<file path="config.mk">
export PLATFORM = sky130hd
export DESIGN_NAME = nes_pad_responder_flat
export DESIGN_NICKNAME = d
export VERILOG_FILES = /design/src/rtl/nes_pad_pkg.sv /design/src/rtl/nes_pad_responder_if.sv /design/src/rtl/nes_pad_debounce.sv /design/src/rtl/nes_pad_responder.sv /design/src/flat_wrapper.sv
export SDC_FILE = /design/constraint.sdc
export NUM_CORES = 1
export LEC_CHECK = 0
export BUFFER_PORTS_ARGS = -buffer_cell sky130_fd_sc_hd__clkbuf_2
export CORE_MARGIN = 5
export CORE_UTILIZATION = 29
export DETAILED_ROUTE_END_ITERATION = 7
export MAX_ROUTING_LAYER = met4
export PLACE_DENSITY = 0.45
export SYNTH_ARGS = -nofsm -noshare
export SYNTH_HDL_FRONTEND = slang
export SYNTH_SLANG_ARGS = --single-unit
</file>
<file path="constraint.sdc">
create_clock -name clock -period 2.74 [get_ports clock]
set_clock_uncertainty 0.2 [all_clocks]
set_input_delay 0 -clock clock [delete_from_list [all_inputs] [get_ports clock]]
set_output_delay 0 -clock clock [all_outputs]
set_load 0.01 [all_outputs]
</file>
<file path="src/rtl/nes_pad_pkg.sv">
// Shared constants and helpers for the NES pad responder.
// Button bit order matches the order in which the console shifts the buttons out.
package nes_pad_pkg;

    localparam int unsigned NUM_BUTTONS = 8;

    localparam int unsigned BTN_A      = 0;
    localparam int unsigned BTN_B      = 1;
    localparam int unsigned BTN_SELECT = 2;
    localparam int unsigned BTN_START  = 3;
    localparam int unsigned BTN_UP     = 4;
    localparam int unsigned BTN_DOWN   = 5;
    localparam int unsigned BTN_LEFT   = 6;
    localparam int unsigned BTN_RIGHT  = 7;

    // One spare bit keeps a counter compare against n-1 from ever wrapping.
    function automatic int unsigned cnt_width(input int unsigned n);
        return $clog2(n) + 1;
    endfunction

endpackage

</file>
<file path="src/rtl/nes_pad_responder_if.sv">
// Console-side joypad connector: latch and shift clock in, serial data out.
interface nes_pad_responder_if;
    logic joy_strobe;
    logic joy_clock;
    logic joy_data;

    modport master (output joy_strobe, output joy_clock, input  joy_data);
    modport slave  (input  joy_strobe, input  joy_clock, output joy_data);
endinterface

</file>
<file path="src/rtl/nes_pad_debounce.sv">
// One button: two-flop synchroniser followed by a saturating debounce counter.
module nes_pad_debounce
    import nes_pad_pkg::*;
#(
    parameter int unsigned DEBOUNCE_CYCLES = 50000
) (
    input  logic clock,
    input  logic reset_n,
    input  logic raw_n,
    output logic stable
);

    localparam int unsigned CW = cnt_width(DEBOUNCE_CYCLES);

    logic          sync1_n;
    logic          sync2_n;
    logic [CW-1:0] cnt;
    logic          sample;

    assign sample = ~sync2_n;

    // Synchroniser resets to "released" (pin high).
    always_ff @(posedge clock or negedge reset_n) begin
        if (!reset_n) begin
            sync1_n <= 1'b1;
            sync2_n <= 1'b1;
        end else begin
            sync1_n <= raw_n;
            sync2_n <= sync1_n;
        end
    end

    // Flip after DEBOUNCE_CYCLES consecutive samples that disagree with the stable state.
    always_ff @(posedge clock or negedge reset_n) begin
        if (!reset_n) begin
            cnt    <= '0;
            stable <= 1'b0;
        end else if (sample == stable) begin
            cnt <= '0;
        end else if (cnt == CW'(DEBOUNCE_CYCLES - 1)) begin
            cnt    <= '0;
            stable <= sample;
        end else begin
            cnt <= cnt + CW'(1);
        end
    end

endmodule

</file>
<file path="src/rtl/nes_pad_responder.sv">
// Emulates a standard NES joypad: debounced buttons, A/B turbo, opposing-direction
// masking and a CD4021-style shift register answering the console's strobe/clock.
module nes_pad_responder
    import nes_pad_pkg::*;
#(
    parameter int unsigned DEBOUNCE_CYCLES = 50000,
    parameter int unsigned TURBO_HALF      = 350000,
    parameter bit          BLOCK_OPPOSING  = 1'b1
) (
    input  logic                   clock,
    input  logic                   reset_n,
    input  logic [NUM_BUTTONS-1:0] btn_raw_n,
    input  logic [1:0]             turbo_en,
    nes_pad_responder_if.slave     pad,
    output logic [NUM_BUTTONS-1:0] pressed,
    output logic                   latch_pulse
);

    localparam int unsigned TW = cnt_width(TURBO_HALF);

    logic [NUM_BUTTONS-1:0] stable;
    logic [NUM_BUTTONS-1:0] eff_c;
    logic [NUM_BUTTONS-1:0] shift_q;
    logic [TW-1:0]          turbo_cnt;
    logic                   turbo_phase;
    logic                   strobe_s1, strobe_s2, strobe_d;
    logic                   jclk_s1, jclk_s2, jclk_d;
    logic                   jclk_rise;

    for (genvar i = 0; i < NUM_BUTTONS; i++) begin : g_btn
        nes_pad_debounce #(
            .DEBOUNCE_CYCLES (DEBOUNCE_CYCLES)
        ) u_debounce (
            .clock   (clock),
            .reset_n (reset_n),
            .raw_n   (btn_raw_n[i]),
            .stable  (stable[i])
        );
    end

    // Free-running turbo square wave.
    always_ff @(posedge clock or negedge reset_n) begin
        if (!reset_n) begin
            turbo_cnt   <= '0;
            turbo_phase <= 1'b0;
        end else if (turbo_cnt == TW'(TURBO_HALF - 1)) begin
            turbo_cnt   <= '0;
            turbo_phase <= ~turbo_phase;
        end else begin
            turbo_cnt <= turbo_cnt + TW'(1);
        end
    end

    // Turbo gating on A/B, then cancel physically impossible direction pairs.
    always_comb begin
        eff_c         = stable;
        eff_c[BTN_A]  = stable[BTN_A] & (turbo_en[0] ? turbo_phase : 1'b1);
        eff_c[BTN_B]  = stable[BTN_B] & (turbo_en[1] ? turbo_phase : 1'b1);
        if (BLOCK_OPPOSING && stable[BTN_UP] && stable[BTN_DOWN]) begin
            eff_c[BTN_UP]   = 1'b0;
            eff_c[BTN_DOWN] = 1'b0;
        end
        if (BLOCK_OPPOSING && stable[BTN_LEFT] && stable[BTN_RIGHT]) begin
            eff_c[BTN_LEFT]  = 1'b0;
            eff_c[BTN_RIGHT] = 1'b0;
        end
    end

    // Console strobe resets low, console clock idles high.
    always_ff @(posedge clock or negedge reset_n) begin
        if (!reset_n) begin
            strobe_s1 <= 1'b0;
            strobe_s2 <= 1'b0;
            strobe_d  <= 1'b0;
            jclk_s1   <= 1'b1;
            jclk_s2   <= 1'b1;
            jclk_d    <= 1'b1;
        end else begin
            strobe_s1 <= pad.joy_strobe;
            strobe_s2 <= strobe_s1;
            strobe_d  <= strobe_s2;
            jclk_s1   <= pad.joy_clock;
            jclk_s2   <= jclk_s1;
            jclk_d    <= jclk_s2;
        end
    end

    assign jclk_rise = jclk_s2 & ~jclk_d;

    // Strobe high keeps reloading and wins over a coincident clock edge.
    always_ff @(posedge clock or negedge reset_n) begin
        if (!reset_n) begin
            pressed     <= '0;
            shift_q     <= '0;
            pad.joy_data <= 1'b1;
            latch_pulse <= 1'b0;
        end else begin
            pressed      <= eff_c;
            latch_pulse  <= strobe_d & ~strobe_s2;
            pad.joy_data <= ~shift_q[0];
            if (strobe_s2) begin
                shift_q <= pressed;
            end else if (jclk_rise) begin
                shift_q <= {1'b1, shift_q[NUM_BUTTONS-1:1]};
            end
        end
    end

endmodule

</file>
<file path="src/flat_wrapper.sv">
// flat-port wrapper written by rule: the top's interface ports become plain ports
module nes_pad_responder_flat import nes_pad_pkg::*;
#(
    parameter int unsigned DEBOUNCE_CYCLES = 50000,
    parameter int unsigned TURBO_HALF      = 350000,
    parameter bit          BLOCK_OPPOSING  = 1'b1
)
  (clock, reset_n, btn_raw_n, turbo_en, pressed, latch_pulse, pad_joy_strobe, pad_joy_clock, pad_joy_data);
  nes_pad_responder_if pad_i ();
  input  logic clock;
  input  logic reset_n;
  input  logic [NUM_BUTTONS-1:0] btn_raw_n;
  input  logic [1:0] turbo_en;
  output logic [NUM_BUTTONS-1:0] pressed;
  output logic latch_pulse;
  input wire logic [$bits(pad_i.joy_strobe)-1:0] pad_joy_strobe;
  input wire logic [$bits(pad_i.joy_clock)-1:0] pad_joy_clock;
  output wire logic [$bits(pad_i.joy_data)-1:0] pad_joy_data;
  assign pad_i.joy_strobe = pad_joy_strobe;
  assign pad_i.joy_clock = pad_joy_clock;
  assign pad_joy_data = pad_i.joy_data;
  nes_pad_responder #(.DEBOUNCE_CYCLES(DEBOUNCE_CYCLES), .TURBO_HALF(TURBO_HALF), .BLOCK_OPPOSING(BLOCK_OPPOSING)) u_core (.clock(clock), .reset_n(reset_n), .btn_raw_n(btn_raw_n), .turbo_en(turbo_en), .pad(pad_i), .pressed(pressed), .latch_pulse(latch_pulse));
endmodule
</file>
# Word-level counts from Yosys, hierarchy flattened
# Index checks and enable logic that the tools add are counted.
# Widths: inputs -> output; s select.
# word_totals
in_bits	14
ff_bits	205
# classes
addsub	9
bitwise	24
reduce_logical	11
n_eq_ne	17
mux	23
# op_table
op	count
$mux 17	16
$add 17x1->17 const B	8
$eq 17x16->1 const B	8
$add 20x1->20 const B	1
$eq 20x19->1 const B	1
$mux 20	1
$not 1->1	20
$mux 8	2
$reduce_and 2->1	8
$eq 1x1->1	8
$and 1x1->1	4
$mux 2	2
$logic_and 1x1->1	2
$mux 1	2
$reduce_bool 2->1	1

# Depth between registers and ports, before layout
# logic_depth
depth_word	4
mapped_depth	6
depth_no_buf	5

# By module
# Synthesis repeated with hierarchy kept, for this count alone.
# unflattened
hier_cells	903
area_unflattened_um2	9695.5
# by_module_without_submodules
mod	seq_area_each_um2	area_each_um2	instances	cells_each
nes_pad_debounce (u_core.g_btn[1].u_debounce ...)	503.0	985.9	7	94
nes_pad_responder	1131.1	1839.3	1	152
nes_pad_debounce (u_core.g_btn[0].u_debounce)	503.0	954.7	1	93

# Least setup slack after synthesis
# Ideal clock, no wire load.
# synth_timing
path_type	register to register
startpoint	register u_core.g_btn[0].u_debounce.cnt[11]
endpoint	register u_core.g_btn[0].u_debounce.cnt[12]
path_slack_ns	0.516
path_stages_with_launch	6
arrival_ns	1.905
setup_ns	0.119
path_buffers	1
synth_period_minus_slack_ns	2.224
required_ns	2.421
path_cell_list	dfrtp_1 -> or4b_1 -> or3_4 -> o41ai_4 -> buf_6 -> nor2_1
# synth_between
elab_chain_len	3
# synth_lines
item	line_no	source
start: declaration	nes_pad_debounce.sv:17	logic [CW-1:0] cnt;
start signal: assignment	nes_pad_debounce.sv:44	cnt <= cnt + CW'(1);
$add 17x1->17 / $eq 17x16->1 (equally long branches)	nes_pad_debounce.sv:44, nes_pad_debounce.sv:40	
$mux 17 *	nes_pad_debounce.sv:40	end else if (cnt == CW'(DEBOUNCE_CYCLES - 1)) begin
$mux 17 *	nes_pad_debounce.sv:38	end else if (sample == stable) begin
# Mark *: on every way between the ends. The rest lies on a longest branch, timed or not.
# A chain may end at the register's enable or synchronous reset.

# Worst setup path in the final report
# layout_timing
startpoint	register u_core.g_btn[3].u_debounce.cnt[12]
endpoint	register u_core.g_btn[3].u_debounce.cnt[7]
# layout_between
elab_chain_len	3
# layout_lines
item	line_no
start: declaration	nes_pad_debounce.sv:17
start signal: assignment	nes_pad_debounce.sv:44
$eq 17x16->1	nes_pad_debounce.sv:40
$mux 17	nes_pad_debounce.sv:40
$mux 17	nes_pad_debounce.sv:38
# Every way passes these cells.

==> out/qor.csv <==
metric,value,unit
pin_count,24,
post_route_cells_drive_above_1_share,12.0,%
post_cts_buffers,0,
netlist.area_leader.share,49.9,%
fin_crit_sh,82.1,%
grt_setup_unrepaired,false,
htreeDepth,1,
synth_compound_area_share,2.77,%
syn2layout_area_growth,21.1,%
clkTransAtPathRegs,50,ps
critPathMaxStageDelay,600,ps
holdCritPathClass,input port to register,
dieWidth,189,um
r2r_slack,490,ps
r2r_cells,4,
firstDrtPassIters,4,
synth.largest_area_cell,dfrtp_1,
yosys.area_share.simple,23.0,%
die_y,189,um
leakage,4.44,nW
synth_seq_area_share,55.6,%
crit_path_end_kind,register,
yosys_warnings,0,
grt_start_max_net_pins,88,
setup_tns,0,ps
post_drt_via_cell_ratio,4.55,
critPathKind,register to register,
drc,0,
reg2reg_from,u_core.g_btn[3].u_debounce.cnt[12]$_DFF_PN0_,
synthMuxAreaShare,1.51,%
cp-start-kind,register,
hold_start,turbo_en[1],
finalMaxSlewViolations,0,
drt-total-wl,17900,um
antenna_found_initial,0,
clock-sinks,205,
crit_cells,4,
outcome,completed,
synth_fa_ha_area_share,1.21,%
hold_depth,3,
crit_buf_inv,1,
synth_xor_area_share,13.6,%
fmax,444,MHz
grt.overflow.total,0,
wl_per_cell,12.8,um
relSlewSlack,56.1,%
cts_tree,yes,
nets,1001,
fin_hold_ws,48.5,ps
grt_pass1_vias,6565,
post-dp-hpwl,11900,um
syn-cell-area,0.00927,mm2
required,2930,ps
start_util,29.4,%
worst_pin_slew,658,ps
synth_seq_cells,205,
fin_crit,2250,ps
synth_top_family_by_area,simple AND/OR/NAND/NOR gates,
track_usage,10.7,%
gp_congestion,0.763,
first_iter_violations,267,
clk_latency,520,ps
vias,6371,
cap_violations,0,
cp_top_family,simple AND/OR/NAND/NOR gates,
n_antenna_cell,0,
synth_area_per_cell,10.4,um2
cts-root-buf,clkbuf_16,
crit_path_cell_trace,"or4_1, o41ai_4, buf_4, nor2_1",
final-setup-viol-count,0,
p_per_area,634,mW/mm2
hold_viol_final,0,
fp-row-count,65,
slowest_stage,or4_1,
drtAntennaViolNets,0,
cts_buffers,25,
path_max_fanout,10,
netlist_instances,896,
syn_nets,919,
synth_area_leaders,"dfrtp_1, xnor2_1, nor2_1",
holdPathEnd,u_core.pressed[1]$_DFF_PN0_,
dieArea,0.0357,mm2
grt_pass1_wl,32100,um
vdd_drop_max,379,uV
port_buffers,23,
cp.arrival,2440,ps
core_area,0.0316,mm2
ctsHoldBuffers,25,
ys_types,37,
cts_buffer_depth,3,
cts-resized-gates,0,
reg2reg_to,u_core.g_btn[3].u_debounce.cnt[7]$_DFF_PN0_,
==> stage by stage <==
step	setup WS [ps]	power, mW	std cells	instance area (um2)	util [%]
floorplan	516	3.27	896	9270	-
finish	490	7.12	1399	11200	35.6
global placement	543	3.39	1328	10000	31.7
CTS	481	7.26	1399	11200	35.6
global route	383	7.43	1399	11200	35.6
detailed placement	479	3.39	1328	10000	31.7
==> registers in the layout, indices dropped and copies added (netlist names) <==
| register | count |
|---|---|
| u_core.g_btn.u_debounce.cnt | 136 |
| u_core.g_btn.u_debounce.stable | 8 |
| u_core.g_btn.u_debounce.sync1_n | 8 |
| u_core.turbo_phase | 1 |
| u_core.pad.joy_data | 1 |
| u_core.pressed | 8 |
| u_core.strobe_d | 1 |
| u_core.strobe_s2 | 1 |
| u_core.latch_pulse | 1 |
| u_core.strobe_s1 | 1 |
| u_core.shift_q | 8 |
| u_core.jclk_d | 1 |
| u_core.g_btn.u_debounce.sync2_n | 8 |
| u_core.jclk_s1 | 1 |
| u_core.jclk_s2 | 1 |
| u_core.turbo_cnt | 20 |
==> Yosys cell counts (all sizes together) <==
cell type,n
xnor2,127
and4,3
nor3,38
nand3,50
o41ai,7
nand4b,1
xor2,17
nor4bb,2
or3,8
nor4b,3
nand4,45
o31ai,3
nor2,186
dfstp,20
ha,9
and2,1
nand2,46
or4b,1
mux2i,14
a21oi,6
buf,4
o21ai,9
and3,3
nor4,44
nand3b,1
dfrtp,185
nor3b,1
nand2b,1
inv,40
or4,6
nor2b,3
or2,1
clkbuf,11
==> worst min-delay path, stage by stage <==
cell and delay, ps:
dlygate4sd3_1 520, clkbuf_2 100, a21oi_1 90
==> how the worst max path moves through the flow <==
stage	to	slack, ps	start
after floorplan	u_core.g_btn[0].u_debounce.cnt[12]$_DFF_PN0_	520	u_core.g_btn[0].u_debounce.cnt[11]$_DFF_PN0_
after global placement	u_core.g_btn[3].u_debounce.cnt[11]$_DFF_PN0_	540	u_core.g_btn[3].u_debounce.cnt[12]$_DFF_PN0_
after detailed placement	u_core.g_btn[3].u_debounce.cnt[2]$_DFF_PN0_	480	u_core.g_btn[3].u_debounce.cnt[12]$_DFF_PN0_
after CTS	u_core.g_btn[3].u_debounce.cnt[7]$_DFF_PN0_	480	u_core.g_btn[3].u_debounce.cnt[12]$_DFF_PN0_
after global routing	u_core.g_btn[3].u_debounce.cnt[10]$_DFF_PN0_	380	u_core.g_btn[3].u_debounce.cnt[8]$_DFF_PN0_
final	u_core.g_btn[3].u_debounce.cnt[7]$_DFF_PN0_	490	u_core.g_btn[3].u_debounce.cnt[12]$_DFF_PN0_
==> kinds of logic after synthesis <==
group / after synthesis
xor gates and xnor gates: 144
and+or+nand+nor: 444
muxes: 14
adders and majority gates: 9
buffers and inverters: 55
DFF: 205
AOI/OAI and AO/OA: 25
==> layout by cell type, fill, tap and decap left out, types with 2 or more instances in the layout <==
master           n
dfstp_2         20
o41ai_4          4
nor4_1          43
dfrtp_1        185
dlygate4sd3_1   25
nor4bb_1         2
nor2_1         186
bufinv_16        7
nor4b_1          3
mux2i_1         14
o31ai_1          3
o41ai_2          3
nand2_1         46
xnor2_1        127
ha_1             9
and3_1           3
xor2_1          17
clkbuf_2        22
nand3_1         50
and4_1           3
buf_4           21
clkbuf_16       25
a21oi_1          6
nand4_1         45
nor3_1          38
or3_1            7
or4_1            6
clkinv_2         6
clkbuf_8         6
inv_1           40
nor2b_1          3
o21ai_0          8
==> power by group <==
group          internal [mW]  switching, mW  total, mW
Clock                   2.49           1.27       3.76
Sequential              3.09         0.0424       3.13
Combinational         0.0927          0.132      0.225
==> per-layer routing <==
| metal | wire [um] | global-route usage, % | part of all wire (%) | vias up |
|---|---|---|---|---|
| met4 | 417 | 3.28 | 2.3 | 0 |
| met2 | 8130 | 17.1 | 46 | 70 |
| met3 | 569 | 1.69 | 3.2 | 33 |
| met5 | 0 | - | 0 | - |
| met1 | 8730 | 14.2 | 49 | 3039 |
| li1 | - | - | - | 3229 |
==> final cells by class <==
type / count / area [um2]
inverter: 40 / 150
clock buffer: 32 / 712
fill: 3171 / 20300
tap: 402 / 503
clock inverter: 14 / 249
multi-input combinational: 636 / 3910
sequential: 205 / 5150
timing repair buffer: 70 / 553
Power figures use the tool's default switching activity.
